<file path="src/rtl/conv_pkg.sv">
// Shared constants, state encoding and flat-bus slice helper for the conv PE loader.
package conv_pkg;

  localparam int DATA_W = 8;
  localparam int N_W    = 9;
  localparam int N_IN   = 16;
  localparam int IDX_W  = $clog2(N_IN);

  typedef enum logic [2:0] {
    LOAD_W  = 3'd0,
    LOAD_IN = 3'd1,
    WLOAD   = 3'd2,
    START   = 3'd3,
    WAIT    = 3'd4
  } state_t;

  // Low bit of a byte slot inside a row-major flat bus.
  function automatic int slot_lo(input int slot);
    return slot * DATA_W;
  endfunction

endpackage

</file>
<file path="src/rtl/conv_loader.sv">
// Serial byte stream -> 9 weights + 16 map bytes; weight_load/start 1 and 2 cycles after the last byte.
// s_ready drops from WLOAD until conv_done; optional CONV_LOADER_WEIGHT_REUSE_EN adds keep_w.
module conv_loader
  import conv_pkg::*;
(
  input  logic                     clk,
  input  logic                     rst,
  input  logic                     flush,
  input  logic [DATA_W-1:0]        s_data,
  input  logic                     s_valid,
  output logic                     s_ready,
  output logic [N_W*DATA_W-1:0]    w_flat,
  output logic [N_IN*DATA_W-1:0]   in_flat,
  output logic                     weight_load,
  output logic                     start,
  input  logic                     conv_done,
`ifdef CONV_LOADER_WEIGHT_REUSE_EN
  input  logic                     keep_w,
`endif
  output logic                     busy
);

  state_t                   r_state;
  state_t                   w_state_nxt;
  logic [IDX_W-1:0]         r_idx;
  logic [IDX_W-1:0]         w_idx_nxt;
  logic [N_W*DATA_W-1:0]    r_w_flat;
  logic [N_IN*DATA_W-1:0]   r_in_flat;
  logic                     w_acc;
  logic                     w_hold;
  logic                     w_skip_w;

`ifdef CONV_LOADER_WEIGHT_REUSE_EN
  logic r_fresh;
  logic r_skip_w;
  logic w_skip_nxt;

  // First cycle after reset counts as entering LOAD_W; hold the stream while redirecting.
  assign w_hold   = r_fresh && keep_w && (r_state == LOAD_W);
  assign w_skip_w = r_skip_w;
`else
  assign w_hold   = 1'b0;
  assign w_skip_w = 1'b0;
`endif

  assign s_ready = ((r_state == LOAD_W) || (r_state == LOAD_IN)) && !flush && !w_hold;
  assign w_acc   = s_valid && s_ready;

  always_comb begin
    w_state_nxt = r_state;
    w_idx_nxt   = r_idx;
    case (r_state)
      LOAD_W: begin
        if (w_acc) begin
          if (r_idx == IDX_W'(N_W - 1)) begin
            w_idx_nxt   = '0;
            w_state_nxt = LOAD_IN;
          end else begin
            w_idx_nxt = r_idx + 1'b1;
          end
        end
      end
      LOAD_IN: begin
        if (w_acc) begin
          if (r_idx == IDX_W'(N_IN - 1)) begin
            w_idx_nxt   = '0;
            w_state_nxt = w_skip_w ? START : WLOAD;
          end else begin
            w_idx_nxt = r_idx + 1'b1;
          end
        end
      end
      WLOAD: w_state_nxt = START;
      START: w_state_nxt = WAIT;
      WAIT: begin
        if (conv_done) begin
          w_state_nxt = LOAD_W;
          w_idx_nxt   = '0;
        end
      end
      default: begin
        w_state_nxt = LOAD_W;
        w_idx_nxt   = '0;
      end
    endcase
    if (flush) begin
      w_state_nxt = LOAD_W;
      w_idx_nxt   = '0;
    end
`ifdef CONV_LOADER_WEIGHT_REUSE_EN
    w_skip_nxt = r_skip_w;
    if (keep_w && (w_state_nxt == LOAD_W) && ((r_state != LOAD_W) || flush || r_fresh)) begin
      w_state_nxt = LOAD_IN;
      w_skip_nxt  = 1'b1;
    end else if (w_state_nxt == LOAD_W) begin
      w_skip_nxt = 1'b0;
    end
`endif
  end

  always_ff @(posedge clk or negedge rst) begin
    if (!rst) begin
      r_state <= LOAD_W;
      r_idx   <= '0;
    end else begin
      r_state <= w_state_nxt;
      r_idx   <= w_idx_nxt;
    end
  end

`ifdef CONV_LOADER_WEIGHT_REUSE_EN
  always_ff @(posedge clk or negedge rst) begin
    if (!rst) begin
      r_fresh  <= 1'b1;
      r_skip_w <= 1'b0;
    end else begin
      r_fresh  <= 1'b0;
      r_skip_w <= w_skip_nxt;
    end
  end
`endif

  // Byte-enable writes: one slot per accepted byte, selected by state and idx.
  always_ff @(posedge clk or negedge rst) begin
    if (!rst) begin
      r_w_flat  <= '0;
      r_in_flat <= '0;
    end else if (w_acc) begin
      for (int i = 0; i < N_W; i++) begin
        if ((r_state == LOAD_W) && (r_idx == IDX_W'(i)))
          r_w_flat[slot_lo(i) +: DATA_W] <= s_data;
      end
      for (int i = 0; i < N_IN; i++) begin
        if ((r_state == LOAD_IN) && (r_idx == IDX_W'(i)))
          r_in_flat[slot_lo(i) +: DATA_W] <= s_data;
      end
    end
  end

  assign w_flat      = r_w_flat;
  assign in_flat     = r_in_flat;
  assign weight_load = (r_state == WLOAD) && !flush;
  assign start       = (r_state == START) && !flush;
  assign busy        = (r_state == WLOAD) || (r_state == START) || (r_state == WAIT);

endmodule

</file>
<file path="config.mk">
export PLATFORM = sky130hd
export DESIGN_NAME = conv_loader
export DESIGN_NICKNAME = d
export VERILOG_FILES = /design/src/rtl/conv_pkg.sv /design/src/rtl/conv_loader.sv
export SDC_FILE = /design/constraint.sdc
export NUM_CORES = 1
export LEC_CHECK = 0
export BUFFER_PORTS_ARGS = -buffer_cell sky130_fd_sc_hd__buf_2
export CORE_MARGIN = 2
export CORE_UTILIZATION = 40
export DETAILED_ROUTE_END_ITERATION = 8
export GPL_ROUTABILITY_DRIVEN = 0
export PLACE_DENSITY = 0.74
export SLEW_MARGIN = 30
export SYNTH_ARGS = -nofsm -noshare
export SYNTH_HDL_FRONTEND = slang
export SYNTH_SLANG_ARGS = --single-unit
</file>
<file path="constraint.sdc">
create_clock -name clk -period 2.2 [get_ports clk]
set_clock_uncertainty 0.05 [all_clocks]
set_input_delay 0.44 -clock clk [delete_from_list [all_inputs] [get_ports clk]]
set_output_delay 0.44 -clock clk [all_outputs]
set_load 0.05 [all_outputs]
</file>
* Word-level counts from Yosys, hierarchy flattened
Index checks and enable logic that the tools add are counted.
** Storage, ports and cells
- Input port bits :: 13
- Output and inout bits :: 204
- Bits in latches :: 0
- Memory bits (writable) :: 0
- Bits in read-only memories :: 0
- Memories kept :: 0
- Logic and storage cells :: 130
- Register bits :: 207
** Operators by class
- Multipliers :: 0
- Divide/modulo/power cells :: 0
- Shift operators :: 0
- Reductions and logical operators :: 63
- Muxes and demuxes :: 14
- Bitwise gates (word level) :: 0
- Magnitude comparators :: 0
- $add $sub $neg :: 1
- Equal/unequal tests :: 25
** Operators by type and width (count)
- AND reduction 2 bit :: 25
- == test 4 bit, second input constant :: 8
- logical AND 1 bit :: 29
- two-way mux 4 bit :: 6
- two-way mux 3 bit :: 6
- == test 4 x 3 -> 1 bit, second input constant :: 4
- one-hot mux 4 bit (4 select lines) :: 1
- one-hot mux 3 bit (5 select lines) :: 1
- inequality test 3 bit, second input constant :: 3
- == test 4 x 2 -> 1 bit, second input constant :: 2
- == test 3 x 2 -> 1 bit, second input constant :: 2
- inequality test 3 x 2 -> 1 bit, second input constant :: 2
- AND reduction 5 bit :: 1
- adder 4 x 1 -> 4 bit, second input constant :: 1
- == test 4 x 1 -> 1 bit, second input constant :: 1
- logical NOT 4 bit :: 1
- AND reduction 4 bit :: 1
- == test 3 x 1 -> 1 bit, second input constant :: 1
- == test 3 bit, second input constant :: 1
- logical NOT 3 bit :: 1
- logical OR 1 bit :: 3
- inequality test 2 x 1 -> 1 bit, second input constant :: 1
- OR reduction 2 bit :: 1
- logical NOT 1 bit :: 1

* Depth between registers and ports, before layout
- Depth after elaboration :: 7
- Depth in mapped cells :: 6
- Gate-level depth less buffers :: 5

* Worst setup path before layout
OpenSTA, ideal clock, no wires.
- Path type :: input port to output port
- From :: in flush
- To :: out start
- Arrival :: 1699 ps
- Stages :: 4
- Data required time :: 1710 ps
- Buffers on the path :: 1
- Slack :: 11 ps
- Path through :: buf_2 > nor2_1 > nand2_1 > nor2_1
** Between the ends
- Word-level cells in the longest chain between the ends :: 2
** RTL lines
- start, declared :: RTL line conv_loader.sv:8 : input logic flush,
- logical NOT 1 bit :: RTL line conv_loader.sv:143 : assign start = (r_state == START) && !flush;
- logical AND 1 bit :: RTL line conv_loader.sv:143
- end, declared :: RTL line conv_loader.sv:15 : output logic start,
No other way between the ends.

* Worst setup path after layout
- From :: reg r_state[1]
- To :: out s_ready
** Between the ends
- Word-level cells in the longest chain between the ends :: 3
- Elaborated cells between the ends (all ways) :: 4
- Those cells by class :: eq/ne: 1; reduce/logical: 3
** RTL lines
- start, declared :: RTL line conv_loader.sv:23 : state_t r_state;
- start signal, assigned :: RTL line conv_loader.sv:106 : r_state <= w_state_nxt;
- == test 3 x 1 -> 1 bit or logical NOT 3 bit (tied branches) :: RTL line conv_loader.sv:46 : assign s_ready = ((r_state == LOAD_W) || (r_state == LOAD_IN)) && !flush && !w_hold;
- logical OR 1 bit * :: RTL line conv_loader.sv:46
- logical AND 1 bit * :: RTL line conv_loader.sv:46
- end, declared :: RTL line conv_loader.sv:11 : output logic s_ready,
Mark *: on every way between the ends. The rest lies on a longest branch, timed or not.

==> results.yml <==
run_status:
  status: "finished, final reports clean"
setup_path:
  crit_path_end_kind: "primary output"
  cp_num_buf_inv: 2
  slowest_delay_ns: 0.46
  crit_fanout: 7
  path_cells: "or3_4 -> inv_2 -> buf_6"
  startpoint_type: "register"
  cp.arrival_ns: 1.64
  crit_family: "flip-flops"
  required_ns: 1.71
  path_class: "reg2out"
  cpMaxStageDelayCell: "dfrtp_2"
cells_and_area:
  layout_commonest_cell: "buf_2"
  fill_cells: 1753
  nNetsFinal: 763
  ff_latch_area_um2: 5180
  layout-drive-gt1-share: 0.659
  syn2layout_area_growth_pct: 26.6
  mostFrequentLayoutCells: "buf_2, dfrtp_1, mux2_2"
  diodes: 0
  multi_input_area_um2: 3040
global_routing:
  track_usage: 0.187
  grt.overflow.total: 0
  grt_pass1_vias: 5493
  antenna_found_initial: 0
  grt_pass1_wl_um: 32200
  grt_max_degree: 58
clock_network:
  clk_pin_slew_ns: 0.06
  cts_sinks: 207
  htreeDepth: 1
  clk_latency_ns: 0.50
  cts_tree: "done"
  cts_buffer_depth: 3
  cts_buffers: 22
  cts-root-buf: "clkbuf_16"
floorplan:
  die-area_um2: 22200
  die_width_um: 149
  start_util: 0.404
  rows: 53
  coreArea_um2: 20800
  ios: 217
  die_h_um: 149
placement:
  io_buffers: 216
  dp_hpwl_um: 14000
  pre_cts_slack_ns: 0.142
sta:
  hold_viol: 0
  rsz0062_at_grt: "false"
  final_max_slew_viol_count: 0
  finalCritPeriodShare: 0.969
  finalSetupViolCount: 0
  max_freq_mhz: 469
  setup_slack_ns: 0.0689
  finalSetupTns_ns: 0
  holdWs_ns: 0.223
  fin_crit_ns: 2.13
  worst_slew_pin_slew_ns: 0.681
  slew_headroom: 0.546
min_path:
  hp-class: "in2reg"
logic_synthesis:
  syn_nets: 538
  syn_avg_cell_area_um2: 16.1
  ys.flop_type: "dfrtp_1"
  synth_edf_count: 0
  synth-seq-area-share: 0.616
  ys_async_sr_fraction: 1.00
  yosys_warnings: 0
  syn-cell-area_um2: 8410
  ys_ff_latch: 207
  syn-instance-count: 521
  synth_cell_types: 41
pwr:
  power.leakage_nw: 5.95
  peakVddDrop_mv: 0.938
  power.density_nw_per_um2: 922
detailed_routing:
  drt_iter0_markers: 100
  drc_errors: 0
  wl_per_cell_um: 20.2
  ant_nets: 0
  drtPass1Iterations: 4
  num_vias: 5250
  viasPerCell: 5.06
  wl_um: 21000
flow_run:
  cap_violations: 0
[Yosys cell counts (all sizes together), types with 2 or more instances]
master	instances	area [um^2]
mux2i	2	20.0
nor2	6	37.5
nor4	2	12.5
ha	4	50.1
nor2b	5	31.3
buf	15	98.9
nor3b	3	33.8
mux2	200	2260
and3	2	12.5
inv	4	15.0
nand4	22	363
nand2	4	15.0
and4	3	26.3
dfrtp	207	5180
nor3	2	10.0
clkbuf	21	78.8
nor4b	2	17.5
a311oi	2	17.5
[flip-flops by register name, indices dropped and copies added (netlist names)]
register  flops
in_flat     128
r_idx         4
w_flat       72
r_state       3
[worst register-to-register path: stages, from the launching register on]
cell and delay, ns:
dfrtp_1 0.55, and2_1 0.42, and4_1 0.49, mux2_2 0.39
[metrics by stage]
step	util	area (um^2)	instances	total power [W]
global route	0.511	10600	1037	0.0102
CTS	0.510	10600	1036	0.00992
global placement	0.473	9860	995	0.00608
detailed placement	0.473	9860	995	0.00610
floorplan	-	8410	521	0.00556
finish	0.511	10600	1037	0.00982
[routing by layer]
layer	track usage	up-vias	routed length (um)
li1	-	2344	-
met1	0.250	2695	9210
met2	0.303	188	9670
met3	0.0584	23	1700
met4	0.0376	0	370
met5	0	-	0
[final timing paths]
path / from / end / slack [ns] / cells after the start
max: r_state[1] / s_ready / 0.07 / 3
min: flush / r_state[2] / 0.22 / 2
max reg2reg: r_idx[2] / in_flat[124] / 0.19 / 3
min reg2reg: in_flat[50] / in_flat[50] / 0.44 / 1
max in group asynchronous: rst / in_flat[26] / 1.02 / 3
min in group asynchronous: rst / in_flat[118] / 0.40 / 2
[layout make-up]
type	count	share of cell area
sequential	207	0.487
multi-input combinational	274	0.286
timing repair buffer	237	0.123
clock buffer	32	0.0619
tap	275	0.0323
clock inverter	8	0.00846
inverter	4	0.00141
[timing repair]
action,4_1_cts,5_1_grt
pin swaps,0,0
hold buffers,1,0
hold endpoints to repair,41,0
endpoints found under the setup margin,4,4
cloned,0,0
buffers inserted,0,1
gates resized for setup,4,7
[logic make-up (layout without fill, tap and decap cells)]
kind of cell	Yosys count	after routing	share of synthesized area
multiplexers	202	202	0.272
flip-flops	207	207	0.616
AO/OA/AOI/OAI	13	13	0.0130
adder cells (fa/ha/maj)	4	4	0.00595
buffers and inverters	40	281	0.0229
AND/OR/NAND/NOR	55	55	0.0703
[where the power goes]
part	internal, W	total [W]	switching [W]
clock network	0.00231	0.00379	0.00148
logic	0.000437	0.00182	0.00138
registers	0.00407	0.00421	0.000142
No activity file was read; power rests on OpenSTA's default activity.
